File: src/rtl/des_pkg.sv
// DES key-schedule constants, types and bit-permutation helpers shared by
// the schedule engine and the CD rotation step. Bit 1 of every DES vector is the MSB.
package des_pkg;

  typedef logic [55:0] cd_t;
  typedef logic [47:0] subkey_t;
  typedef enum logic [0:0] {ST_IDLE = 1'b0, ST_RUN = 1'b1} state_t;

  localparam int unsigned PC1_IDX [0:55] = '{
    57, 49, 41, 33, 25, 17,  9,
     1, 58, 50, 42, 34, 26, 18,
    10,  2, 59, 51, 43, 35, 27,
    19, 11,  3, 60, 52, 44, 36,
    63, 55, 47, 39, 31, 23, 15,
     7, 62, 54, 46, 38, 30, 22,
    14,  6, 61, 53, 45, 37, 29,
    21, 13,  5, 28, 20, 12,  4
  };

  localparam int unsigned PC2_IDX [0:47] = '{
    14, 17, 11, 24,  1,  5,
     3, 28, 15,  6, 21, 10,
    23, 19, 12,  4, 26,  8,
    16,  7, 27, 20, 13,  2,
    41, 52, 31, 37, 47, 55,
    30, 40, 51, 45, 33, 48,
    44, 49, 39, 56, 34, 53,
    46, 42, 50, 36, 29, 32
  };

  // Decrypt starts with a zero shift: PC1 output already equals C16/D16.
  localparam logic [1:0] ENC_SHIFT [0:15] = '{
    2'd1, 2'd1, 2'd2, 2'd2, 2'd2, 2'd2, 2'd2, 2'd2,
    2'd1, 2'd2, 2'd2, 2'd2, 2'd2, 2'd2, 2'd2, 2'd1
  };
  localparam logic [1:0] DEC_SHIFT [0:15] = '{
    2'd0, 2'd1, 2'd2, 2'd2, 2'd2, 2'd2, 2'd2, 2'd2,
    2'd1, 2'd2, 2'd2, 2'd2, 2'd2, 2'd2, 2'd2, 2'd1
  };

  function automatic cd_t pc1(input logic [63:0] key);
    cd_t cd;
    for (int i = 0; i < 56; i++) begin
      cd[6'(55 - i)] = key[6'(64 - PC1_IDX[6'(i)])];
    end
    return cd;
  endfunction

  function automatic subkey_t pc2(input cd_t cd);
    subkey_t sk;
    for (int i = 0; i < 48; i++) begin
      sk[6'(47 - i)] = cd[6'(56 - PC2_IDX[6'(i)])];
    end
    return sk;
  endfunction

  function automatic logic [27:0] rotl28(input logic [27:0] x, input logic [1:0] n);
    case (n)
      2'd1:    return {x[26:0], x[27]};
      2'd2:    return {x[25:0], x[27:26]};
      default: return x;
    endcase
  endfunction

  function automatic logic [27:0] rotr28(input logic [27:0] x, input logic [1:0] n);
    case (n)
      2'd1:    return {x[0], x[27:1]};
      2'd2:    return {x[1:0], x[27:2]};
      default: return x;
    endcase
  endfunction

endpackage

File: src/rtl/des_key_cd_step.sv
// Combinational next-CD: rotates the C and D halves by the same amount,
// left for encrypt order and right for decrypt order.
module des_key_cd_step
  import des_pkg::*;
(
  input  cd_t        cd_i,
  input  logic [1:0] amt_i,
  input  logic       dir_right_i,
  output cd_t        cd_o
);

  genvar gi;
  for (gi = 0; gi < 2; gi++) begin : g_half
    assign cd_o[28*gi +: 28] = dir_right_i ? rotr28(cd_i[28*gi +: 28], amt_i)
                                           : rotl28(cd_i[28*gi +: 28], amt_i);
  end

endmodule

File: src/rtl/des_key_sched.sv
// DES/TDES key-schedule engine: one subkey per sk handshake, encrypt or decrypt order.
// Optional key parity check built when DES_KEY_PARITY_CHK_EN is defined.
module des_key_sched
  import des_pkg::*;
#(
  parameter int NUM_KEYS = 1,
  parameter int ROUNDS   = 16
) (
  input  logic                  clk,
  input  logic                  rst_n,
  input  logic                  key_valid,
  output logic                  key_ready,
  input  logic [64*NUM_KEYS-1:0] key_in,
  input  logic                  decrypt,
  output logic                  sk_valid,
  input  logic                  sk_ready,
  output logic [47:0]           sk_data,
  output logic [3:0]            sk_round,
  output logic [1:0]            sk_seg,
  output logic                  sk_last,
  output logic                  par_err
);

  localparam int         KW       = 64 * NUM_KEYS;
  localparam int         K2_HI    = (NUM_KEYS > 1) ? 127 : 63;
  localparam logic [3:0] LAST_RND = 4'(ROUNDS - 1);
  localparam logic [1:0] LAST_SEG = 2'(NUM_KEYS - 1);

  state_t        state_q, state_d;
  logic [KW-1:0] key_q, key_d;
  logic          dec_q, dec_d;
  cd_t           cd_q, cd_d;
  logic [3:0]    round_q, round_d;
  logic [1:0]    seg_q, seg_d;

  logic          run, accept, fire;
  logic          ld, ld_dec, seg_dec;
  logic [KW-1:0] ld_bundle;
  logic [1:0]    ld_seg, kidx, amt;
  logic [63:0]   ld_key;
  logic [3:0]    tbl_idx;
  cd_t           step_in, step_out;

  assign run    = (state_q == ST_RUN);
  assign accept = !run && key_valid;
  assign fire   = run && sk_ready;

  always_comb begin : load_mux
    // Outside IDLE the only load is the change to the next segment key.
    ld        = !run || (round_q == LAST_RND);
    ld_bundle = run ? key_q : key_in;
    ld_dec    = run ? dec_q : decrypt;
    ld_seg    = run ? seg_q + 2'd1 : 2'd0;
    kidx      = ld_dec ? LAST_SEG - ld_seg : ld_seg;
    case (kidx)
      2'd0:    ld_key = ld_bundle[KW-1 -: 64];
      2'd1:    ld_key = ld_bundle[K2_HI -: 64];
      default: ld_key = ld_bundle[63:0];
    endcase
    // TDES EDE: the middle segment runs in the opposite direction.
    seg_dec = ld ? (ld_dec ^ ld_seg[0]) : (dec_q ^ seg_q[0]);
    tbl_idx = ld ? 4'd0 : round_q + 4'd1;
    amt     = seg_dec ? DEC_SHIFT[tbl_idx] : ENC_SHIFT[tbl_idx];
    step_in = ld ? pc1(ld_key) : cd_q;
  end

  des_key_cd_step u_step (
    .cd_i        (step_in),
    .amt_i       (amt),
    .dir_right_i (seg_dec),
    .cd_o        (step_out)
  );

  always_comb begin : next_state
    state_d = state_q;
    key_d   = key_q;
    dec_d   = dec_q;
    cd_d    = cd_q;
    round_d = round_q;
    seg_d   = seg_q;
    if (accept) begin
      state_d = ST_RUN;
      key_d   = key_in;
      dec_d   = decrypt;
      cd_d    = step_out;
      round_d = 4'd0;
      seg_d   = 2'd0;
    end else if (fire) begin
      if (round_q != LAST_RND) begin
        cd_d    = step_out;
        round_d = round_q + 4'd1;
      end else if (seg_q != LAST_SEG) begin
        cd_d    = step_out;
        round_d = 4'd0;
        seg_d   = seg_q + 2'd1;
      end else begin
        state_d = ST_IDLE;
        round_d = 4'd0;
        seg_d   = 2'd0;
      end
    end
  end

  always_ff @(posedge clk) begin
    if (!rst_n) begin
      state_q <= ST_IDLE;
      key_q   <= '0;
      dec_q   <= 1'b0;
      cd_q    <= '0;
      round_q <= 4'd0;
      seg_q   <= 2'd0;
    end else begin
      state_q <= state_d;
      key_q   <= key_d;
      dec_q   <= dec_d;
      cd_q    <= cd_d;
      round_q <= round_d;
      seg_q   <= seg_d;
    end
  end

  assign key_ready = !run;
  assign sk_valid  = run;
  assign sk_data   = run ? pc2(cd_q) : '0;
  assign sk_round  = round_q;
  assign sk_seg    = seg_q;
  assign sk_last   = run && (seg_q == LAST_SEG) && (round_q == LAST_RND);

`ifdef DES_KEY_PARITY_CHK_EN
  logic [8*NUM_KEYS-1:0] byte_even;
  logic                  par_err_q;

  genvar gi;
  for (gi = 0; gi < 8 * NUM_KEYS; gi++) begin : g_par
    assign byte_even[gi] = ~^key_in[8*gi +: 8];
  end

  always_ff @(posedge clk) begin
    if (!rst_n) begin
      par_err_q <= 1'b0;
    end else if (accept) begin
      par_err_q <= |byte_even;
    end
  end

  assign par_err = par_err_q;
`else
  assign par_err = 1'b0;
`endif

endmodule

File: config.mk
export PLATFORM = sky130hd
export DESIGN_NAME = des_key_sched
export DESIGN_NICKNAME = d
export VERILOG_FILES = /design/src/rtl/des_pkg.sv /design/src/rtl/des_key_cd_step.sv /design/src/rtl/des_key_sched.sv
export SDC_FILE = /design/constraint.sdc
export NUM_CORES = 1
export LEC_CHECK = 0
export ABC_AREA = 0
export CAP_MARGIN = 20
export CORE_AREA = 3 3 113 94
export CTS_BUF_LIST = sky130_fd_sc_hd__clkbuf_4
export DETAILED_ROUTE_END_ITERATION = 7
export DIE_AREA = 0 0 116 97
export DONT_BUFFER_PORTS = 1
export GPL_TIMING_DRIVEN = 0
export PLACE_DENSITY = 0.71
export SYNTH_ARGS = -nofsm -noshare
export SYNTH_HDL_FRONTEND = slang
export SYNTH_SLANG_ARGS = --single-unit
File: constraint.sdc
create_clock -name clk -period 6.45 [get_ports clk]
set_input_delay 1.6125 -clock clk [delete_from_list [all_inputs] [get_ports clk]]
set_output_delay 1.6125 -clock clk [all_outputs]
set_load 0.005 [all_outputs]
==> impl_metrics.yaml <==
clock_tree:
  clkLatencyLatePin_ps: 450
  clk_pin_slew_worst_paths_ps: 130
  clock-sinks: 72
  cts_tree: "built"
  cts.path.max_buffers: 2
  cts_resized: 0
  ctsHoldBuffers: 0
  cts_root_buf: "clkbuf_4"
  cts_setup_buffers: 0
  numCtsBuffers: 9
  h-tree-depth: 3
global_route:
  overflow: 0
  grt_pass1_wl_mm: 21.3
  antenna_found_initial: 0
  grtUsageTotal_pct: 23.2
  grt_pass1_vias: 4355
  grt_max_degree: 14
logic_synthesis:
  syn_area_per_cell_sq_um: 7.38
  synth_top_area_share_pct: 31.1
  syn-cell-area_sq_um: 4640
  syn_inst: 628
  ys_types: 49
  synth_edf_count: 0
  synth-seq-cells: 72
  yosys.area.top_type: "dfxtp_1"
  async_reset_ff_share_pct: 0
  synth_area_leaders: "dfxtp_1 31%, a21oi_1 12%, nand2_1 11%, a211o_1 7.0%, buf_4 6.3%"
  ys_seq_area_share_pct: 31.1
  ys.flop_type: "dfxtp_1"
  yosys_warnings: 0
pwr:
  peakVddDrop_mv: 0.0993
  powerDensity_nw_per_um2: 185
  cellLeakagePower_nw: 2.12
critical_path:
  crit_path_start_kind: "input pin"
  path_max_fanout: 10
  critPathKind: "in2reg"
  worstSetupEndpointType: "flip-flop"
  required_ps: 6800
  arrival_ps: 4760
final_layout:
  drive_above_1_share_pct: 12.7
  layout_common_cells: "140 x nand2_1, 112 x a21oi_1, 72 x dfxtp_1"
  fillers: 908
  syn_to_final_growth_pct: 8.80
  fin_util_pct: 52.9
  final_common_cell: "nand2_1"
  multi_input_area_sq_um: 2770
  final_cells: 795
  nNetsFinal: 745
  seq_area_sq_um: 1440
  post-route-cell-area_sq_um: 5040
  diodes: 0
sta:
  worst_slew_pin_slew_ps: 587
  period_share_pct: 68.3
  drv_slew: 0
  rsz0062_at_grt: "false"
  finalSetupTns_ps: 0
  slew-limit-headroom_pct: 60.9
  finalHoldViolations: 0
  fmax_mhz: 227
  fin_skew_ps: 13.2
  finalSetupViolations: 0
  period_needed_ps: 4410
placed_design:
  placed_cell_area_sq_um: 4910
  io_buffers: 0
  routabilityCongestion: 0.963
  place_inst: 779
  hpwl_mm: 9.23
drt:
  num_vias: 4786
  drc: 0
  wire_per_inst_microns: 16.6
  drtIter0Drc: 398
  first_pass_iters: 5
  routed_via_density: 6.02
  postRouteAntennaNets: 0
  routed_wl_mm: 13.2
die:
  die_area_sq_um: 11300
  die_w_microns: 116
  num_io_pins: 127
  fp.dieH_microns: 97
  rows: 32
  initial_core_util_pct: 48.7
  core-area_sq_um: 9530
status:
  status: "completed"
job:
  maxCapViolCount: 0
min_path:
  min_path_type: "reg2reg"
## state kept, by name, summed over array words and instances (netlist names)
name / count
cd_q: 56
key_q: 8
sk_round: 4
sk_seg: 2
dec_q: 1
sk_valid: 1
## power by group
part | switching (mW) | internal, mW
Combinational | 0.109 | 0.0598
Sequential | 0.00794 | 0.455
Clock | 0.182 | 0.118
## per-stage QoR
step                setup slack, ps  power [mW]  hold slack [ps]
finish                         2040       0.932              473
global route                   1850       0.973              491
CTS                            2100       0.931              475
detailed placement             1650       0.636              457
global placement               1670       0.633              446
floorplan                      2390       0.595              440
## cell families (layout without fill, tap and decap cells)
family	Yosys count	count (layout)	share of synthesized area [%]
compound gates	233	233	32.4
xor+xnor	4	4	1.08
fa+ha+maj	6	6	1.57
buf+inv	89	105	11.8
flops	72	72	31.1
mux	6	6	1.43
other cells	1	33	0.0809
simple gates	217	217	20.6
## Yosys cell counts, types with 3 or more instances
library cell  instances
a21o_1                5
ha_1                  5
buf_6                 7
nor2b_1               7
nand2b_1              3
a21boi_0             11
a31oi_1               8
o21a_1                5
nand3_1              17
inv_1                 8
dfxtp_1              72
and3_1                6
buf_2                13
o221ai_1              4
a22o_1                3
o211ai_1              3
nand2_1             140
o22a_1                4
and2_1               22
mux2_2                5
a21oi_1             112
clkbuf_1             20
o21ai_0              16
a22oi_1              13
buf_4                39
nor2_1               15
a211o_1              37
## final cells by class
| type | instances | share of cell area (%) |
|---|---|---|
| Multi-Input combinational cell | 499 | 54.8 |
| Sequential cell | 72 | 28.6 |
| Buffer | 80 | 10.2 |
| Tap cell | 119 | 2.95 |
| Clock inverter | 7 | 1.41 |
| Clock buffer | 9 | 1.34 |
| Inverter | 9 | 0.670 |
## path summary, 6_finish.rpt
| check | startpoint | endpoint | slack [ps] | cells past startpoint |
|---|---|---|---|---|
| setup / recovery | decrypt | cd_q[48]$_SDFFE_PN0P_ | 2040 | 13 |
| hold / removal | key_q[1]$_SDFFE_PN0P_ | key_q[1]$_SDFFE_PN0P_ | 470 | 2 |
| setup reg to reg | sk_round[0]$_SDFFE_PP0P_ | cd_q[48]$_SDFFE_PN0P_ | 2090 | 16 |
| hold reg to reg | key_q[1]$_SDFFE_PN0P_ | key_q[1]$_SDFFE_PN0P_ | 470 | 2 |
## critical path, stage by stage
cell and delay [ps]:
nor2b_1 140, a21oi_4 310, buf_4 280, o22ai_1 90, mux2_2 290, ha_1 340, nor2b_1 70, and3_1 200
clkbuf_1 160, nand2_1 370, clkbuf_1 490, a21oi_1 90, a211o_1 300
## per-layer routing
| metal | track usage [%] | vias to the layer above | share of wire, % |
|---|---|---|---|
| met5 | 0 | - | 0 |
| met4 | 7.58 | 0 | 2.3 |
| met3 | 6.82 | 35 | 9.6 |
| met2 | 33.8 | 300 | 44 |
| met1 | 32.7 | 2213 | 44 |
| li1 | - | 2238 | - |
No activity file was read; power rests on OpenSTA's default activity.
